`config.mk`:
```
export PLATFORM = sky130hd
export DESIGN_NAME = dmem_arbiter
export DESIGN_NICKNAME = d
export VERILOG_FILES = /design/src/rtl/dmem_pkg.sv /design/src/rtl/dmem_arbiter_rr_pick2.sv /design/src/rtl/dmem_arbiter.sv
export SDC_FILE = /design/constraint.sdc
export NUM_CORES = 1
export LEC_CHECK = 0
export BUFFER_PORTS_ARGS = -buffer_cell sky130_fd_sc_hd__buf_2
export CORE_AREA = 3 3 117 119
export CTS_CLUSTER_DIAMETER = 200
export DETAILED_ROUTE_END_ITERATION = 7
export DIE_AREA = 0 0 120 122
export GPL_TIMING_DRIVEN = 0
export SETUP_SLACK_MARGIN = 0.15
export SLEW_MARGIN = 25
export SYNTH_ARGS = -nofsm -noshare
export SYNTH_HDL_FRONTEND = slang
export SYNTH_SLANG_ARGS = --single-unit
```
`constraint.sdc`:
```
create_clock -name clk -period 4.17 [get_ports clk]
set_input_delay 0.2085 -clock clk [delete_from_list [all_inputs] [get_ports clk]]
set_output_delay 0.2085 -clock clk [all_outputs]
set_load 0.1 [all_outputs]
```
`src/rtl/dmem_pkg.sv`:
```
// Shared types and constants for the data-memory arbiter.
package dmem_pkg;

  typedef enum logic [1:0] {OWN_NONE, OWN_P0, OWN_P1} owner_t;

  localparam logic PORT_CORE = 1'b0;
  localparam logic PORT_LOAD = 1'b1;

  localparam int BURST_MAX_DEF = 4;

endpackage

```
`src/rtl/dmem_arbiter_rr_pick2.sv`:
```
// Two-way round-robin pick: on a tie the port other than 'last' wins.
module rr_pick2 (
  input  logic req0,
  input  logic req1,
  input  logic last,
  output logic gnt0,
  output logic gnt1
);

  assign gnt0 = req0 & (~req1 | last);
  assign gnt1 = req1 & (~req0 | ~last);

endmodule

```
`src/rtl/dmem_arbiter.sv`:
```
// Round-robin arbiter with bounded lock bursts sharing one single-port dmem
// between the core (port 0) and loader/debug (port 1); read data returns one cycle later.
module dmem_arbiter
  import dmem_pkg::*;
#(
  parameter int n         = 32,
  parameter int BURST_MAX = BURST_MAX_DEF,
  parameter int CW        = 3
) (
  input  logic         clk,
  input  logic         reset,
  input  logic         req0,
  input  logic         req1,
  input  logic         we0,
  input  logic         we1,
  input  logic         lock0,
  input  logic         lock1,
  input  logic [n-1:0] addr0,
  input  logic [n-1:0] addr1,
  input  logic [n-1:0] wdata0,
  input  logic [n-1:0] wdata1,
  output logic         gnt0,
  output logic         gnt1,
  output logic         rvalid0,
  output logic         rvalid1,
  output logic [n-1:0] rdata0,
  output logic [n-1:0] rdata1,
  output logic         mem_we,
  output logic [n-1:0] mem_addr,
  output logic [n-1:0] mem_wdata,
  input  logic [n-1:0] mem_rdata,
  output logic         busy
);

  localparam logic [CW:0] BMAX = (CW+1)'(BURST_MAX);

  owner_t        owner, owner_nxt;
  logic          last, last_nxt;
  logic [CW-1:0] burst_cnt, burst_cnt_nxt;
  logic [CW:0]   cnt_inc;
  logic          pick0, pick1;
  logic          lock_g;

  rr_pick2 u_pick (
    .req0 (req0),
    .req1 (req1),
    .last (last),
    .gnt0 (pick0),
    .gnt1 (pick1)
  );

  // A held lock overrides round-robin; dropping the request releases it in the same cycle.
  always_comb begin
    gnt0 = 1'b0;
    gnt1 = 1'b0;
    if (!reset) begin
      if (owner == OWN_P0 && req0) begin
        gnt0 = 1'b1;
      end else if (owner == OWN_P1 && req1) begin
        gnt1 = 1'b1;
      end else begin
        gnt0 = pick0;
        gnt1 = pick1;
      end
    end
  end

  always_comb begin
    mem_we    = 1'b0;
    mem_addr  = '0;
    mem_wdata = '0;
    if (gnt0) begin
      mem_we    = we0;
      mem_addr  = addr0;
      mem_wdata = wdata0;
    end else if (gnt1) begin
      mem_we    = we1;
      mem_addr  = addr1;
      mem_wdata = wdata1;
    end
  end

  assign cnt_inc = {1'b0, burst_cnt} + {{CW{1'b0}}, 1'b1};
  assign lock_g  = gnt0 ? lock0 : lock1;

  always_comb begin
    owner_nxt     = OWN_NONE;
    burst_cnt_nxt = '0;
    last_nxt      = last;
    if (gnt0 || gnt1) begin
      last_nxt = gnt0 ? PORT_CORE : PORT_LOAD;
      if (lock_g && (cnt_inc < BMAX)) begin
        owner_nxt     = gnt0 ? OWN_P0 : OWN_P1;
        burst_cnt_nxt = cnt_inc[CW-1:0];
      end
    end
  end

  always_ff @(posedge clk or posedge reset) begin
    if (reset) begin
      owner     <= OWN_NONE;
      last      <= PORT_LOAD;
      burst_cnt <= '0;
    end else begin
      owner     <= owner_nxt;
      last      <= last_nxt;
      burst_cnt <= burst_cnt_nxt;
    end
  end

  always_ff @(posedge clk or posedge reset) begin
    if (reset) begin
      rvalid0 <= 1'b0;
      rvalid1 <= 1'b0;
      rdata0  <= '0;
      rdata1  <= '0;
    end else begin
      rvalid0 <= gnt0 & ~we0;
      rvalid1 <= gnt1 & ~we1;
      if (gnt0 && !we0) rdata0 <= mem_rdata;
      if (gnt1 && !we1) rdata1 <= mem_rdata;
    end
  end

  assign busy = (owner != OWN_NONE);

endmodule

```
==> summary.txt, run 1 <==
Clock tree
  – Clk_lat worst skew: 0.32 ns
  – Clk slew on worst S/H paths: 0.05 ns
  – Num CTS Buffers: 9
  – Clock buffer depth: 2
  – Clk sinks: 72
  – Clock root buffer: clkbuf_16
  – TritonCTS clock tree: done
  – Setup repair bufs after CTS: 0
  – CTS H-tree depth: 3

Power
  – Total Power: 3.902 mW
  – Leakage: 2.925 nW
  – Worst VDD drop: 305.9 uV
  – Power Density: 717.2 nW/um^2

Critical path
  – Critical path arrival: 2.76 ns
  – CP max stage cell: dlygate4sd3_1
  – Delay-heaviest family, CP: buffers and inverters
  – Internal reg-to-reg setup slack: 1.98 ns
  – Startpoint class of the critical path: primary input
  – CP bufs+invs: 7
  – Worst Setup Path Type: primary input to output pin
  – Worst-path cell chain: dlygate4sd3_1 -> buf_2 -> clkinvlp_4 -> o2111a_1 -> buf_2 -> clkbuf_1 -> buf_2 -> a22o_1 -> buf_2
  – Max incr delay on CP: 0.53 ns
  – Critical R2R Capture: rdata0[25]
  – Worst r2r src: last
  – WP data required: 3.96 ns
  – CP startpoint: reset
  – Worst Setup End Kind: output pin
  – Critical path's most frequent cell: buf_2
  – Worst r2r path cells: 6
  – CP Max Fanout: 10

Floorplan
  – Core Region: 12,670 um^2
  – I/O pin cnt: 302
  – Row count: 41
  – Die W: 120 um
  – Initial Utilization: 0.2677
  – Die ar.: 14,640 um^2
  – Floorplan die height: 122 um

Final layout
  – Most common cell after layout, fill and taps aside: buf_2
  – Non-Filler Instances: 745
  – Most frequent cells in the layout: buf_2, dfrtp_1, a22o_1
  – Filler cell count: 1,293
  – Area growth syn-to-layout: 60.38%
  – Share of cells above drive strength 1: 0.6235
  – NumNets Final: 735

Routing
  – Routed length per instance: 19.78 um
  – First-pass iteration count of the detailed router: 4
  – Number of routed nets with antenna violations: 0
  – Detailed Route Iter0 Violations: 146
  – Routed vias/inst: 4.682
  – Remaining DRCs: 0
  – Routed vias: 3,488
  – Drt total wl: 14,730 um

Logic synthesis
  – Synthesized flop and latch total: 72
  – Async set or reset register ratio after synthesis: 1.000
  – Most used DFF post-synth: dfrtp_1
  – Synth top area share: 0.5238
  – Distinct cell type count of the synthesized netlist: 23
  – Average size of a mapped cell: 13.51 um^2
  – Synth top area cells: dfrtp_1, a22o_1, mux2_1
  – Synth warnings: 0
  – Area leader, netlist: dfrtp_1
  – Syn Nets: 420
  – Mapped Cells: 251
  – Post-synthesis sequential area ratio: 0.5315
  – Post-Syn Area: 3392 um^2
  – EDFF count, synth: 0

STA
  – Clock skew: 0.005646 ns
  – Final-report setup violation count: 0
  – RSZ-0062 raised after global routing: false
  – Maximum clock rate: 337.1 MHz
  – Slew Viols, Final: 0
  – Min Tclk post-route: 2.966 ns
  – Worst slew pin tran: 0.5758 ns
  – Fin Hold WS: 0.1050 ns
  – Normalized max-slew margin: 0.6161
  – Final hold vios: 0
  – TNS Setup: 0 ns
  – Share of the clock period used by the worst path: 0.7113

Place
  – Post-placement cell count: 726
  – Port Buffers: 301
  – Gpl congestion: 0.9005
  – HPWL after DPL: 12,470 um

GRT
  – Pin count of the biggest net entering global routing: 34
  – First-pass GRT wire length: 20,800 um
  – GR Overflow Total: 0
  – Vias in the first global route: 3,630
  – GRT Util Overall: 0.1914
  – Initial antenna violation count: 3

Worst hold path
  – Worst hold start: lock1
  – Hold Path Sink: owner[1]
  – Hold Path Cell Cnt: 3
  – Worst min path class: primary input to flip-flop

Status
  – Status: completed

Job
  – Max cap viols: 0
[worst max-delay path by stage]
stage | endpoint | cells after the start | slack [ns]
finish | mem_addr[7] | 9 | 1.20
global route | mem_addr[8] | 9 | 1.05
CTS | mem_addr[10] | 9 | 1.18
detailed placement | mem_addr[1] | 6 | 1.62
global placement | mem_addr[6] | 8 | 0.70
floorplan | mem_addr[11] | 5 | 0.61
[routing by layer]
layer / global-route usage / vias to the layer above / wire [um]
met5: 0 / - / 27
met4: 0.05297 / 4 / 185
met3: 0.08542 / 16 / 1751
met2: 0.3017 / 189 / 7213
met1: 0.2389 / 1691 / 5557
li1: - / 1588 / -
[area by class of cell]
class / instances / area [um^2] / share of cell area
clock inverters: 3 / 17.52 / 0.003220
well taps: 172 / 215.2 / 0.03956
clock buffers: 13 / 250.2 / 0.04600
multi-input cells: 155 / 1446 / 0.2659
repair buffers: 304 / 1556 / 0.2861
plain buffers: 23 / 138.9 / 0.02553
flip-flops and latches: 72 / 1803 / 0.3314
diodes: 2 / 5.005 / 0.0009200
inverters: 1 / 7.507 / 0.001380
[synth_stat cells (2+ instances only)]
library cell and number:
mux2_2 24, mux2_1 40, a22o_1 65, nand2_1 4, nand2b_1 2, buf_2 6, nor2_1 6, buf_6 6
dfrtp_1 71, clkbuf_1 11, nor2b_1 4
[power by group]
group	switching [mW]	total [mW]	internal (mW)
clock network	0.267	0.683	0.417
logic	1.91	2.27	0.359
registers	0.0771	0.947	0.870
total	2.26	3.90	1.65
[stage by stage]
step	utilization	cell area (um^2)	setup slack (ns)
after floorplan	-	3396	0.6100
after global placement	0.4039	5117	0.7035
after detailed placement	0.4070	5157	1.619
after CTS	0.4290	5435	1.178
after global routing	0.4292	5438	1.052
final	0.4293	5440	1.204
[flip-flops by register name, indices dropped and copies added (netlist names)]
register / count
burst_cnt: 3
last: 1
owner: 2
rdata0: 32
rdata1: 32
rvalid0: 1
rvalid1: 1
[kinds of logic after synthesis]
family / count (synthesis) / share of synthesized area
AOI/OAI and AO/OA: 69 / 0.1793
adders and majority gates: 1 / 0.003688
buffers and inverters: 24 / 0.04205
DFF: 72 / 0.5315
muxes: 64 / 0.2125
other: 1 / 0.001106
and+or+nand+nor: 20 / 0.02988
[worst register-to-register path, delay by kind of cell, from the launching register on]
| family | cells | cell delay, ns |
|---|---|---|
| flip-flops | 1 | 0.54 |
| AO/OA/AOI/OAI | 1 | 0.51 |
| buffers and inverters | 2 | 0.43 |
| multiplexers | 1 | 0.34 |
| AND/OR/NAND/NOR | 2 | 0.25 |
[timing repair]
item                                    4_1_cts  5_1_grt
endpoints found under the hold margin         5        0
endpoints found under the setup margin        0        0
hold buffers                                  1        0
gates resized for setup                       0        0
(Power assumes the default switching activity.)
==> run 2: changes to the inputs <==
- clock period: 4.17 -> 2.88 ns (I/O delays scaled with it)
==> run 2 against run 1 <==
Effect of this change:
- total power grew 46%
- highest routed layer is now met4
- clock power up 49%
- die area did not move
- sequential share of layout area shrank 0.83 points
- combinational power increased by 46%
- setup slack got worse by 0.89 ns
- critical endpoint is now mem_addr[8]
- critical path depth down 3
- critical path type is now flip-flop to output pin
- final cell count down 0.13%
- wire length is 11% lower
- utilization grew 1.1 points
==> summary.txt, run 2 (synthesis gave the netlist of run 1 again) <==
Clock tree
  – Clk slew on worst S/H paths: 0.06 ns (was 0.05 ns)
  – Clock root buffer: clkbuf_16 (unchanged)
  – Clk_lat worst skew: 0.33 ns (was 0.32 ns)
  – TritonCTS clock tree: done (unchanged)
  – CTS H-tree depth: 3 (unchanged)
  – Clk sinks: 72 (unchanged)
  – Clock buffer depth: 2 (unchanged)
  – Num CTS Buffers: 9 (unchanged)

STA
  – Final-report setup violation count: 0 (unchanged)
  – RSZ-0062 raised after global routing: false (unchanged)
  – TNS Setup: 0 ns (unchanged)
  – Worst slew pin tran: 0.5838 ns (was 0.5758 ns)
  – Slew Viols, Final: 0 (unchanged)
  – Min Tclk post-route: 2.571 ns
  – Final hold vios: 0 (unchanged)
  – Maximum clock rate: 388.9 MHz
  – Share of the clock period used by the worst path: 0.8927
  – Clock skew: 0.005731 ns (was 0.005646 ns)
  – Normalized max-slew margin: 0.6134 (was 0.6161)

Routing
  – Routed length per instance: 17.57 um (was 19.78 um)
  – Routed vias: 3,401 (was 3,488)
  – Routed vias/inst: 4.571 (was 4.682)
  – Drt total wl: 13,070 um (was 14,730 um)
  – First-pass iteration count of the detailed router: 4 (unchanged)
  – Detailed Route Iter0 Violations: 144 (was 146)
  – Remaining DRCs: 0 (unchanged)
  – Number of routed nets with antenna violations: 0 (unchanged)

GRT
  – Vias in the first global route: 3,581 (was 3,630)
  – First-pass GRT wire length: 18,710 um (was 20,800 um)
  – GR Overflow Total: 0 (unchanged)
  – Initial antenna violation count: 0 (was 3)
  – GRT Util Overall: 0.1669 (was 0.1914)
  – Pin count of the biggest net entering global routing: 28 (was 34)

Final layout
  – Non-Filler Instances: 744 (was 745)
  – Most frequent cells in the layout: buf_2, dfrtp_1, a22o_1 (unchanged)
  – Filler cell count: 1,220 (was 1,293)
  – Area growth syn-to-layout: 64.51% (was 60.38%)
  – # diodes: 0 (was 2)
  – NumNets Final: 736 (was 735)
  – Largest regs: rdata0 x32, rdata1 x32, burst_cnt x3 (unchanged)
  – Share of cells above drive strength 1: 0.6678 (was 0.6235)
  – Most common cell after layout, fill and taps aside: buf_2 (unchanged)

Critical path
  – CP Max Fanout: 10 (unchanged)
  – Worst-path cell chain: nor2b_1 -> a221oi_4 -> buf_2 -> buf_2 -> a22o_2 -> clkbuf_4 (was dlygate4sd3_1 -> buf_2 -> clkinvlp_4 -> o2111a_1 -> buf_2 -> clkbuf_1 -> buf_2 -> a22o_1 -> buf_2)
  – CP bufs+invs: 3 (was 7)
  – Critical path's most frequent cell: buf_2 (unchanged)
  – Delay-heaviest family, CP: buffers and inverters (unchanged)
  – Critical path arrival: 2.43 ns (was 2.76 ns)
  – Max incr delay on CP: 0.55 ns (was 0.53 ns)
  – Worst Setup End Kind: output pin (unchanged)
  – Startpoint class of the critical path: flip-flop (was primary input)
  – WP data required: 2.74 ns (was 3.96 ns)
  – CP max stage cell: dfstp_2 (was dlygate4sd3_1)
  – Worst Setup Path Type: flip-flop to output pin (was primary input to output pin)

Power
  – Worst VDD drop: 365.6 uV (was 305.9 uV)
  – Leakage: 2.994 nW (was 2.925 nW)
  – Power Density: 1022 nW/um^2 (was 717.2 nW/um^2)
  – Total Power: 5.705 mW (was 3.902 mW)

Place
  – HPWL after DPL: 10,990 um (was 12,470 um)
  – Gpl congestion: 0.8955 (was 0.9005)
  – Port Buffers: 301 (unchanged)
  – Post-placement cell count: 726 (unchanged)

Floorplan
  – Die W: 120 um (unchanged)
  – Initial Utilization: 0.2677 (unchanged)
  – Core Region: 12,670 um^2 (unchanged)
  – Row count: 41 (unchanged)
  – I/O pin cnt: 302 (unchanged)
  – Die ar.: 14,640 um^2 (unchanged)
  – Floorplan die height: 122 um (unchanged)

Worst hold path
  – Worst min path class: primary input to flip-flop (unchanged)

Job
  – Max cap viols: 0 (unchanged)

Status
  – Status: completed (unchanged)
[run 2: cell types whose count changed in the layout (fill, tap and decap cells not counted), sizes merged]
cell / delta
clkinv: +1
clkinvlp: +1
diode: -2
clkbuf: +5
buf: -7
inv: +1
[run 2: final cells by class]
cell class	instances	area, um^2	area share
Sequential cell	72	1803	0.3231
Clock buffer	10	239.0	0.04283
Tap cell	172	215.2	0.03856
Inverter	1	7.507	0.001345
Multi-Input combinational cell	155	1531	0.2744
Timing Repair Buffer	305	1594	0.2857
Buffer	23	147.6	0.02646
Clock inverter	6	42.54	0.007623
[run 2: where the power goes]
| part | internal (mW) | switching, mW |
|---|---|---|
| Clock | 0.607 | 0.413 |
| Sequential | 1.26 | 0.112 |
| Combinational | 0.541 | 2.77 |
| Total | 2.41 | 3.30 |
[run 2: worst reg2reg max path, delay by kind of cell (launching register included)]
kind / cells / cell delay (ns)
buffers and inverters: 3 / 0.61
flip-flops: 1 / 0.40
AND/OR/NAND/NOR: 2 / 0.39
multiplexers: 1 / 0.34
AO/OA/AOI/OAI: 1 / 0.23
[run 2: per-layer routing]
metal  vias to the layer above  track usage  part of all wire
met2                       183       0.2694              0.48
met3                        13      0.08124              0.14
met1                      1616       0.1964              0.37
met4                         0      0.05225             0.012
met5                         -            0                 0
li1                       1589            -                 -
[run 2: final timing paths]
kind,endpoint,slack [ns],from,cells past startpoint
min in group asynchronous,last,0.45,reset,3
max,mem_addr[8],0.31,last,6
max reg2reg,rdata1[14],0.79,owner[0],7
min reg2reg,rdata1[9],0.48,rdata1[9],1
max in group asynchronous,rdata0[2],2.00,reset,4
min,rdata1[8],0.04,mem_rdata[8],2
[run 2: stage by stage]
| step | worst slack [ns] | hold slack, ns | area (um^2) | utilization |
|---|---|---|---|---|
| final | 0.3090 | 0.04326 | 5580 | 0.4404 |
| after global routing | 0.1793 | 0.03873 | 5580 | 0.4404 |
| after floorplan | 0.2881 | 0.2519 | 3475 | - |
| after detailed placement | 0.3179 | 0.2199 | 5244 | 0.4138 |
| after CTS | 0.1600 | 0.02861 | 5564 | 0.4391 |
| after global placement | -0.5182 | 0.3733 | 5196 | 0.4101 |
[run 2: timing repair]
action / 4_1_cts / 5_1_grt
hold buffers: 2 / 0
gates resized for setup: 5 / 10
endpoints found under the hold margin: 20 / 0
setup buffers: 0 / 0
endpoints found under the setup margin: 20 / 18
